<file path="config.mk">
export PLATFORM = sky130hd
export DESIGN_NAME = mux_4to1_assign_flat
export DESIGN_NICKNAME = d
export VERILOG_FILES = /design/src/rtl/mux_4to1_assign_if.sv /design/src/rtl/mux_4to1_assign.sv /design/src/flat_wrapper.sv
export SDC_FILE = /design/constraint.sdc
export NUM_CORES = 1
export LEC_CHECK = 0
export CORE_UTILIZATION = 39
export CTS_BUF_LIST = sky130_fd_sc_hd__clkbuf_4 sky130_fd_sc_hd__clkbuf_8
export DETAILED_ROUTE_END_ITERATION = 10
export PLACE_DENSITY = 0.69
export SYNTH_ARGS = -nofsm -noshare
export SYNTH_HDL_FRONTEND = slang
export SYNTH_SLANG_ARGS = --single-unit
export TNS_END_PERCENT = 10
</file>
<file path="constraint.sdc">
create_clock -name clk -period 3.4 [get_ports clk]
set_input_delay 0.68 -clock clk [delete_from_list [all_inputs] [get_ports clk]]
set_output_delay 0.68 -clock clk [all_outputs]
set_load 0.005 [all_outputs]
</file>
<file path="src/rtl/mux_4to1_assign_if.sv">
// Bus bundle for the 4-to-1 steering mux: channel data and select in,
// combinational/registered selection, change strobe and usage counters out.
interface mux_4to1_assign_if #(
  parameter int WIDTH = 4,
  parameter int CNT_W = 8
);
  logic             en;
  logic [WIDTH-1:0] a;
  logic [WIDTH-1:0] b;
  logic [WIDTH-1:0] c;
  logic [WIDTH-1:0] d;
  logic [1:0]       sel;
  logic [WIDTH-1:0] out;
  logic [WIDTH-1:0] out_q;
  logic             out_vld;
  logic             sel_chg;
  logic [CNT_W-1:0] cnt_a;
  logic [CNT_W-1:0] cnt_b;
  logic [CNT_W-1:0] cnt_c;
  logic [CNT_W-1:0] cnt_d;

  modport master (
    output en, a, b, c, d, sel,
    input  out, out_q, out_vld, sel_chg, cnt_a, cnt_b, cnt_c, cnt_d
  );

  modport slave (
    input  en, a, b, c, d, sel,
    output out, out_q, out_vld, sel_chg, cnt_a, cnt_b, cnt_c, cnt_d
  );
endinterface

</file>
<file path="src/rtl/mux_4to1_assign.sv">
// 4-input mux with a zero-latency output, a registered copy, a select-change
// strobe and per-channel saturating usage counters.
module mux_4to1_assign #(
  parameter int WIDTH = 4,
  parameter int CNT_W = 8
) (
  input logic                clk,
  input logic                rst_n,
  mux_4to1_assign_if.slave   bus
);

  localparam logic [CNT_W-1:0] CNT_MAX = {CNT_W{1'b1}};

  function automatic logic [CNT_W-1:0] sat_inc(input logic [CNT_W-1:0] v);
    return (v == CNT_MAX) ? v : v + CNT_W'(1);
  endfunction

  logic [WIDTH-1:0] out_c;
  logic [WIDTH-1:0] data_d, data_q;
  logic             vld_d, vld_q;
  logic [1:0]       sel_d, sel_q;
  logic             chg_d, chg_q;
  logic [CNT_W-1:0] cnt_d [4];
  logic [CNT_W-1:0] cnt_q [4];

  // Unknown select propagates X rather than falling back to a channel.
  always_comb begin
    case (bus.sel)
      2'b00:   out_c = bus.a;
      2'b01:   out_c = bus.b;
      2'b10:   out_c = bus.c;
      2'b11:   out_c = bus.d;
      default: out_c = 'x;
    endcase
  end

  always_comb begin
    data_d = data_q;
    vld_d  = vld_q;
    sel_d  = sel_q;
    chg_d  = 1'b0;
    cnt_d  = cnt_q;
    if (bus.en) begin
      data_d          = out_c;
      vld_d           = 1'b1;
      sel_d           = bus.sel;
      chg_d           = (bus.sel != sel_q);
      cnt_d[bus.sel]  = sat_inc(cnt_q[bus.sel]);
    end
  end

  // Registered stage: sample, strobe and counters.
  always_ff @(posedge clk or negedge rst_n) begin
    if (!rst_n) begin
      data_q <= '0;
      vld_q  <= 1'b0;
      sel_q  <= 2'b00;
      chg_q  <= 1'b0;
      for (int i = 0; i < 4; i++) cnt_q[i] <= '0;
    end else begin
      data_q <= data_d;
      vld_q  <= vld_d;
      sel_q  <= sel_d;
      chg_q  <= chg_d;
      cnt_q  <= cnt_d;
    end
  end

  assign bus.out     = out_c;
  assign bus.out_q   = data_q;
  assign bus.out_vld = vld_q;
  assign bus.sel_chg = chg_q;
  assign bus.cnt_a   = cnt_q[0];
  assign bus.cnt_b   = cnt_q[1];
  assign bus.cnt_c   = cnt_q[2];
  assign bus.cnt_d   = cnt_q[3];

endmodule

</file>
<file path="src/flat_wrapper.sv">
// flat-port wrapper written by rule: the top's interface ports become plain ports
module mux_4to1_assign_flat 
#(
  parameter int WIDTH = 4,
  parameter int CNT_W = 8
)
  (clk, rst_n, bus_en, bus_a, bus_b, bus_c, bus_d, bus_sel, bus_out, bus_out_q, bus_out_vld, bus_sel_chg, bus_cnt_a, bus_cnt_b, bus_cnt_c, bus_cnt_d);
  mux_4to1_assign_if #(.WIDTH(WIDTH), .CNT_W(CNT_W)) bus_i ();
  input logic clk;
  input logic rst_n;
  input wire logic [$bits(bus_i.en)-1:0] bus_en;
  input wire logic [$bits(bus_i.a)-1:0] bus_a;
  input wire logic [$bits(bus_i.b)-1:0] bus_b;
  input wire logic [$bits(bus_i.c)-1:0] bus_c;
  input wire logic [$bits(bus_i.d)-1:0] bus_d;
  input wire logic [$bits(bus_i.sel)-1:0] bus_sel;
  output wire logic [$bits(bus_i.out)-1:0] bus_out;
  output wire logic [$bits(bus_i.out_q)-1:0] bus_out_q;
  output wire logic [$bits(bus_i.out_vld)-1:0] bus_out_vld;
  output wire logic [$bits(bus_i.sel_chg)-1:0] bus_sel_chg;
  output wire logic [$bits(bus_i.cnt_a)-1:0] bus_cnt_a;
  output wire logic [$bits(bus_i.cnt_b)-1:0] bus_cnt_b;
  output wire logic [$bits(bus_i.cnt_c)-1:0] bus_cnt_c;
  output wire logic [$bits(bus_i.cnt_d)-1:0] bus_cnt_d;
  assign bus_i.en = bus_en;
  assign bus_i.a = bus_a;
  assign bus_i.b = bus_b;
  assign bus_i.c = bus_c;
  assign bus_i.d = bus_d;
  assign bus_i.sel = bus_sel;
  assign bus_out = bus_i.out;
  assign bus_out_q = bus_i.out_q;
  assign bus_out_vld = bus_i.out_vld;
  assign bus_sel_chg = bus_i.sel_chg;
  assign bus_cnt_a = bus_i.cnt_a;
  assign bus_cnt_b = bus_i.cnt_b;
  assign bus_cnt_c = bus_i.cnt_c;
  assign bus_cnt_d = bus_i.cnt_d;
  mux_4to1_assign #(.WIDTH(WIDTH), .CNT_W(CNT_W)) u_core (.clk(clk), .rst_n(rst_n), .bus(bus_i));
endmodule
</file>
# Yosys cells after proc, flatten, opt, wreduce, memory -nomap -nowiden
# Index checks and enable logic that the tools add are counted.
[word_totals]
elab_cells = 28
output_inout_bits = 42
inputBits = 21
regBits = 40
[op_classes]
n_bitwise = 1
magnitude_cmp = 2
reduce_logical = 2
addsub = 1
mux = 9
n_eq_ne = 5
[op_table]
columns = ["cell", "n"]
rows = [
  ["bitwise mux 32 bit", 1],
  ["2-to-1 mux 8 bit", 4],
  ["binary-select mux 8 bit (select 2 bit)", 1],
  ["demux 8 bit (select 2 bit)", 1],
  ["case mux 4 bit (4 select lines)", 1],
  ["adder 8 x 1 -> 8 bit, second input constant", 1],
  ["== test 8 bit, second input constant", 1],
  ["== test 2 bit, second input constant", 2],
  ["greater-or-equal comparator 3 bit, second input constant", 1],
  ["< comparator 3 x 1 -> 1 bit, second input constant", 1],
  ["inverter 2 -> 3 bit", 1],
  ["== test 2 x 1 -> 1 bit, second input constant", 1],
  ["logical NOT 2 bit", 1],
  ["!= test 2 bit", 1],
  ["logical AND 1 bit", 1],
  ["2-to-1 mux 1 bit", 1],
]

# Depth between registers and ports, before layout
[depth]
depth_word = 7
depth_mapped = 8
mapped_depth_nobuf = 7

# Least setup slack after synthesis
# No wires, ideal clock.
[synth_path]
path_kind = "input-to-reg"
startpoint = "in bus_sel[0]"
endpoint = "reg u_core.cnt_q (netlist bit u_core.bus.cnt_c[1])"
n_path_buf = 1
setup_ps = 132
t_arrival_ps = 2568
path_stages = 8
setup_slack_ps = 700
required_ps = 3268
cell_sequence = "buf_6 mux4_1 ha_1 or2b_2 o22a_2 nor4_4 mux2i_1 o21ai_0"
[synth_via]
elab_chain_cells = 7
elab_cells_between_ends = 13
cone_classes = "1 x add/sub; 2 x order compare; 1 x eq/ne; 7 x mux; 1 x bitwise; 1 x reduce/logical"
[synth_rtl]
columns = ["element", "line_no", "rtl"]
rows = [
  ["from (decl)", "flat_wrapper.sv:16", "input wire logic [$bits(bus_i.sel)-1:0] bus_sel;"],
  ["inverter 2 -> 3 bit (implied by the code) *", "mux_4to1_assign.sv:48", "cnt_d[bus.sel] = sat_inc(cnt_q[bus.sel]);"],
  ["binary-select mux 8 bit (select 2 bit)", "mux_4to1_assign.sv:48", ""],
  ["2-to-1 mux 8 bit (implied by the code) (2 in series)", "mux_4to1_assign.sv:48", ""],
  ["adder 8 x 1 -> 8 bit / == test 8 bit (equally long branches)", "mux_4to1_assign.sv:15", "return (v == CNT_MAX) ? v : v + CNT_W'(1);"],
  ["2-to-1 mux 8 bit", "mux_4to1_assign.sv:15", ""],
  ["bitwise mux 32 bit *", "mux_4to1_assign.sv:48", ""],
  ["to (signal assigned)", "mux_4to1_assign.sv:65", "cnt_q <= cnt_d;"],
  ["to (decl)", "mux_4to1_assign.sv:24", "logic [CNT_W-1:0] cnt_q [4];"],
]
# Every way passes the cells marked *; elsewhere a longest branch is shown, timed or not. The select of a mux whose other input is x is not followed.
# A chain may end at the register's enable or synchronous reset.

# Worst setup path after layout
[layout_path]
startpoint = "in bus_sel[0]"
endpoint = "out bus_out[3]"
[layout_via]
elab_chain_cells = 2
elab_cells_between_ends = 5
cone_classes = "3 x eq/ne; 1 x mux; 1 x reduce/logical"
[layout_rtl]
columns = ["element", "line_no", "rtl"]
rows = [
  ["== test 2 bit (tied with other cells)", "mux_4to1_assign.sv:28", "case (bus.sel)"],
  ["case mux 4 bit (4 select lines) *", "mux_4to1_assign.sv:28", ""],
  ["to (decl)", "flat_wrapper.sv:17", "output wire logic [$bits(bus_i.out)-1:0] bus_out;"],
]
# Every way passes the cells marked *; elsewhere a longest branch is shown, timed or not.

==> impl_metrics.xml <==
<?xml version="1.0" encoding="UTF-8"?>
<metrics>
  <group name="timing">
    <metric name="worst_slew_margin_rel" unit="%">41.05</metric>
    <metric name="fin_skew" unit="ns">0.005719</metric>
    <metric name="timing.final.max_slew_violations" unit="">0</metric>
    <metric name="layout_worst_path_cycle_share" unit="%">93.33</metric>
    <metric name="worst_pin_slew" unit="ns">0.8843</metric>
    <metric name="worst_slack" unit="ns">0.2266</metric>
    <metric name="hold_ws" unit="ns">0.4681</metric>
    <metric name="hold_viol" unit="">0</metric>
    <metric name="min_period" unit="ns">3.173</metric>
    <metric name="clock.fmax" unit="GHz">0.3151</metric>
    <metric name="setup_viol" unit="">0</metric>
    <metric name="grt_setup_unrepaired" unit="">false</metric>
    <metric name="totalNegativeSetupSlack" unit="ns">0</metric>
  </group>
  <group name="synthesis">
    <metric name="syn_inst" unit="">173</metric>
    <metric name="yosys_register_bits" unit="">40</metric>
    <metric name="synth_sequential_area_ratio" unit="%">48.72</metric>
    <metric name="yosys.area.top_type" unit="">dfrtp_1</metric>
    <metric name="synth.distinct_cells" unit="">35</metric>
    <metric name="yosys-top-cells-area" unit="">dfrtp_1 (49%), mux4_2 (7.7%), o21ai_0 (7.3%)</metric>
    <metric name="syn-mean-instance-area" unit="sq um">11.88</metric>
    <metric name="synth-edff-count" unit="">0</metric>
    <metric name="ys_dominant_reg_cell" unit="">dfrtp_1</metric>
    <metric name="mappedNetlistArea" unit="sq um">2054</metric>
    <metric name="synth_top_cell_area_share" unit="%">48.72</metric>
    <metric name="mappedNetlistNets" unit="">195</metric>
    <metric name="ys.warnings.count" unit="">0</metric>
    <metric name="async_reset_ff_share" unit="%">100.0</metric>
  </group>
  <group name="drt">
    <metric name="drc" unit="">0</metric>
    <metric name="routedWlPerCell" unit="microns">14.99</metric>
    <metric name="vias_per_instance" unit="">5.049</metric>
    <metric name="antenna_left" unit="">0</metric>
    <metric name="drt_iter0_drc" unit="">60</metric>
    <metric name="vias" unit="">1550</metric>
    <metric name="finalWirelength" unit="microns">4601</metric>
    <metric name="detail_route.first_pass.iterations" unit="">6</metric>
  </group>
  <group name="cells_and_area">
    <metric name="final_cells" unit="">307</metric>
    <metric name="antenna_cells_inserted" unit="">0</metric>
    <metric name="area_delta_synth_final" unit="%">36.30</metric>
    <metric name="layout.nets" unit="">258</metric>
    <metric name="drive_above_1_share" unit="%">15.19</metric>
  </group>
  <group name="die">
    <metric name="start_util" unit="%">40.48</metric>
    <metric name="die_width" unit="microns">74.58</metric>
    <metric name="floorplan.die.height" unit="microns">74.58</metric>
    <metric name="core_region_area" unit="sq um">5075</metric>
    <metric name="boundaryPins" unit="">63</metric>
    <metric name="design.die.area" unit="sq um">5562</metric>
    <metric name="num_rows" unit="">26</metric>
  </group>
  <group name="setup_path">
    <metric name="cp.required" unit="ns">2.72</metric>
    <metric name="arrival" unit="ns">2.49</metric>
    <metric name="cp-start-kind" unit="">input port</metric>
    <metric name="criticalPathCategory" unit="">in2out</metric>
    <metric name="crit_path_end_kind" unit="">output port</metric>
    <metric name="largest_fanout_on_the_critical_path" unit="">18</metric>
  </group>
  <group name="pwr">
    <metric name="total_leakage_power" unit="uW">0.001137</metric>
    <metric name="power_per_cell_area" unit="nW/um^2">495.7</metric>
    <metric name="peakVddDrop" unit="uV">368.5</metric>
  </group>
  <group name="min_path">
    <metric name="holdCritPathClass" unit="">reg2reg</metric>
  </group>
  <group name="clock_tree">
    <metric name="root_driver" unit="">clkbuf_8</metric>
    <metric name="clk_path_buf_depth" unit="">2</metric>
    <metric name="htree_num_levels" unit="">2</metric>
    <metric name="cts_hold_repair.buffers" unit="">0</metric>
    <metric name="skew_pair_late_insertion_delay" unit="ns">0.29</metric>
    <metric name="cts_tree" unit="">yes</metric>
    <metric name="cts_repair_resize_count" unit="">0</metric>
    <metric name="clkSlewWorstSetupHoldPaths" unit="ns">0.08</metric>
    <metric name="postCtsSetupRepairBufs" unit="">0</metric>
    <metric name="cts_num_sinks" unit="">40</metric>
    <metric name="cts_inserted_buffers" unit="">5</metric>
  </group>
  <group name="global_routing">
    <metric name="grt_start_max_net_pins" unit="">41</metric>
    <metric name="global_route.overflow_total" unit="">0</metric>
    <metric name="grtUsageTotal" unit="%">17.58</metric>
    <metric name="first_global_vias" unit="">1533</metric>
    <metric name="grt_pass1_wl" unit="microns">7327</metric>
    <metric name="initial_antenna_violation_count" unit="">0</metric>
  </group>
  <group name="placement">
    <metric name="finalWeightedCongestion" unit="">0.7987</metric>
    <metric name="numPortBuffers" unit="">62</metric>
    <metric name="numPlacedInstances" unit="">299</metric>
    <metric name="place.detailed.hpwl" unit="microns">3325</metric>
    <metric name="preCtsSetupSlack" unit="ns">0.1026</metric>
  </group>
  <group name="status">
    <metric name="status" unit="">finished, final reports clean</metric>
  </group>
  <group name="job">
    <metric name="drv_cap" unit="">0</metric>
  </group>
</metrics>
## registers in the layout (all words and copies together), names as in the netlist
name	cells
u_core.bus.cnt_a	8
u_core.bus.cnt_b	8
u_core.bus.cnt_c	8
u_core.bus.cnt_d	8
u_core.bus.out_q	4
u_core.sel_q	2
u_core.bus.out_vld	1
u_core.bus.sel_chg	1
## metal layers
layer	global-route usage (%)	share of wire, %	up-vias
met4	4.403	1.2	0
met2	30.83	52	29
met5	0	0	-
met3	1.897	3.1	6
li1	-	-	753
met1	23.36	44	762
## final cells by class
type / instances / area (sq um)
clock buffer: 6 / 82.58
clock inverter: 2 / 15.01
fill: 472 / 2275
inverter: 1 / 3.754
multi-input combinational: 122 / 952.2
sequential: 40 / 1001
tap: 70 / 87.58
timing repair buffer: 66 / 658.1
## placed cells by master, fill, tap and decap left out
cell	synthesis	layout
a21boi_0	1	1
and2_2	1	1
and3_1	1	1
buf_12	0	1
buf_2	1	1
buf_4	1	3
clkbuf_8	4	6
clkdlybuf4s50_1	0	61
clkinvlp_4	0	2
dfrtp_1	40	40
ha_1	1	1
inv_2	1	1
mux2_2	6	6
mux2i_1	6	6
mux4_1	5	5
mux4_2	7	7
nand2_1	35	35
nand2_2	1	1
nand2_4	1	1
nand2b_1	1	1
nand3_1	5	5
nand3b_1	2	2
nor2_1	1	1
nor3_1	2	2
nor4_4	1	1
o21ai_0	30	30
o21ai_1	4	4
o22a_2	1	1
o311ai_0	1	1
o311ai_2	1	1
o31ai_1	1	1
or2_2	1	1
or2b_2	1	1
or3b_2	1	1
xnor2_1	2	2
xor2_1	2	2
## cells by family after synthesis
group                    share of synthesized area [%]
adder cells (fa/ha/maj)                         0.6089
buffers and inverters                            4.933
multiplexers                                     20.28
AO/OA/AOI/OAI                                    10.72
XOR/XNOR                                         1.706
AND/OR/NAND/NOR                                  13.03
flip-flops                                       48.72
## per-stage QoR
step | total power (uW) | cell area, sq um | utilization, %
global placement | 1059 | 2703 | 53.25
finish | 1388 | 2800 | 55.18
detailed placement | 1064 | 2703 | 53.25
global route | 1468 | 2800 | 55.18
floorplan | 810.2 | 2054 | -
CTS | 1399 | 2800 | 55.18
## worst max-delay path, stage by stage
cell             delay (ns)
clkdlybuf4s50_1        0.61
buf_12                 0.21
mux4_2                 0.52
clkdlybuf4s50_1        0.47
## cells in the mapped netlist, types with 2 or more instances
master    instances
mux4_1            5
nand2_1          35
mux4_2            7
nor3_1            2
xnor2_1           2
buf_6             2
dfrtp_1          40
mux2_2            6
nand3_1           5
o21ai_0          30
nand3b_1          2
xor2_1            2
o21ai_1           4
clkbuf_8          4
clkbuf_1          2
mux2i_1           6
## report_power, final
| group | internal (uW) | switching, uW |
|---|---|---|
| sequential | 555 | 61.3 |
| clock | 164 | 170 |
| combinational | 260 | 178 |
| total | 979 | 409 |
## worst paths after layout
path / startpoint / to / slack [ns] / depth (start not counted)
min in group asynchronous: rst_n / u_core.bus.cnt_d[4]$_DFFE_PN0P_ / 0.51 / 1
worst min register to register: u_core.bus.out_vld$_DFFE_PN0P_ / u_core.bus.out_vld$_DFFE_PN0P_ / 0.47 / 1
max in group asynchronous: rst_n / u_core.bus.cnt_c[5]$_DFFE_PN0P_ / 2.34 / 1
worst max register to register: u_core.bus.cnt_b[1]$_DFFE_PN0P_ / u_core.bus.cnt_a[3]$_DFFE_PN0P_ / 1.12 / 8
worst min-delay path: u_core.bus.out_vld$_DFFE_PN0P_ / u_core.bus.out_vld$_DFFE_PN0P_ / 0.47 / 1
worst max-delay path: bus_sel[0] / bus_out[3] / 0.23 / 4
Power figures use the tool's default switching activity.
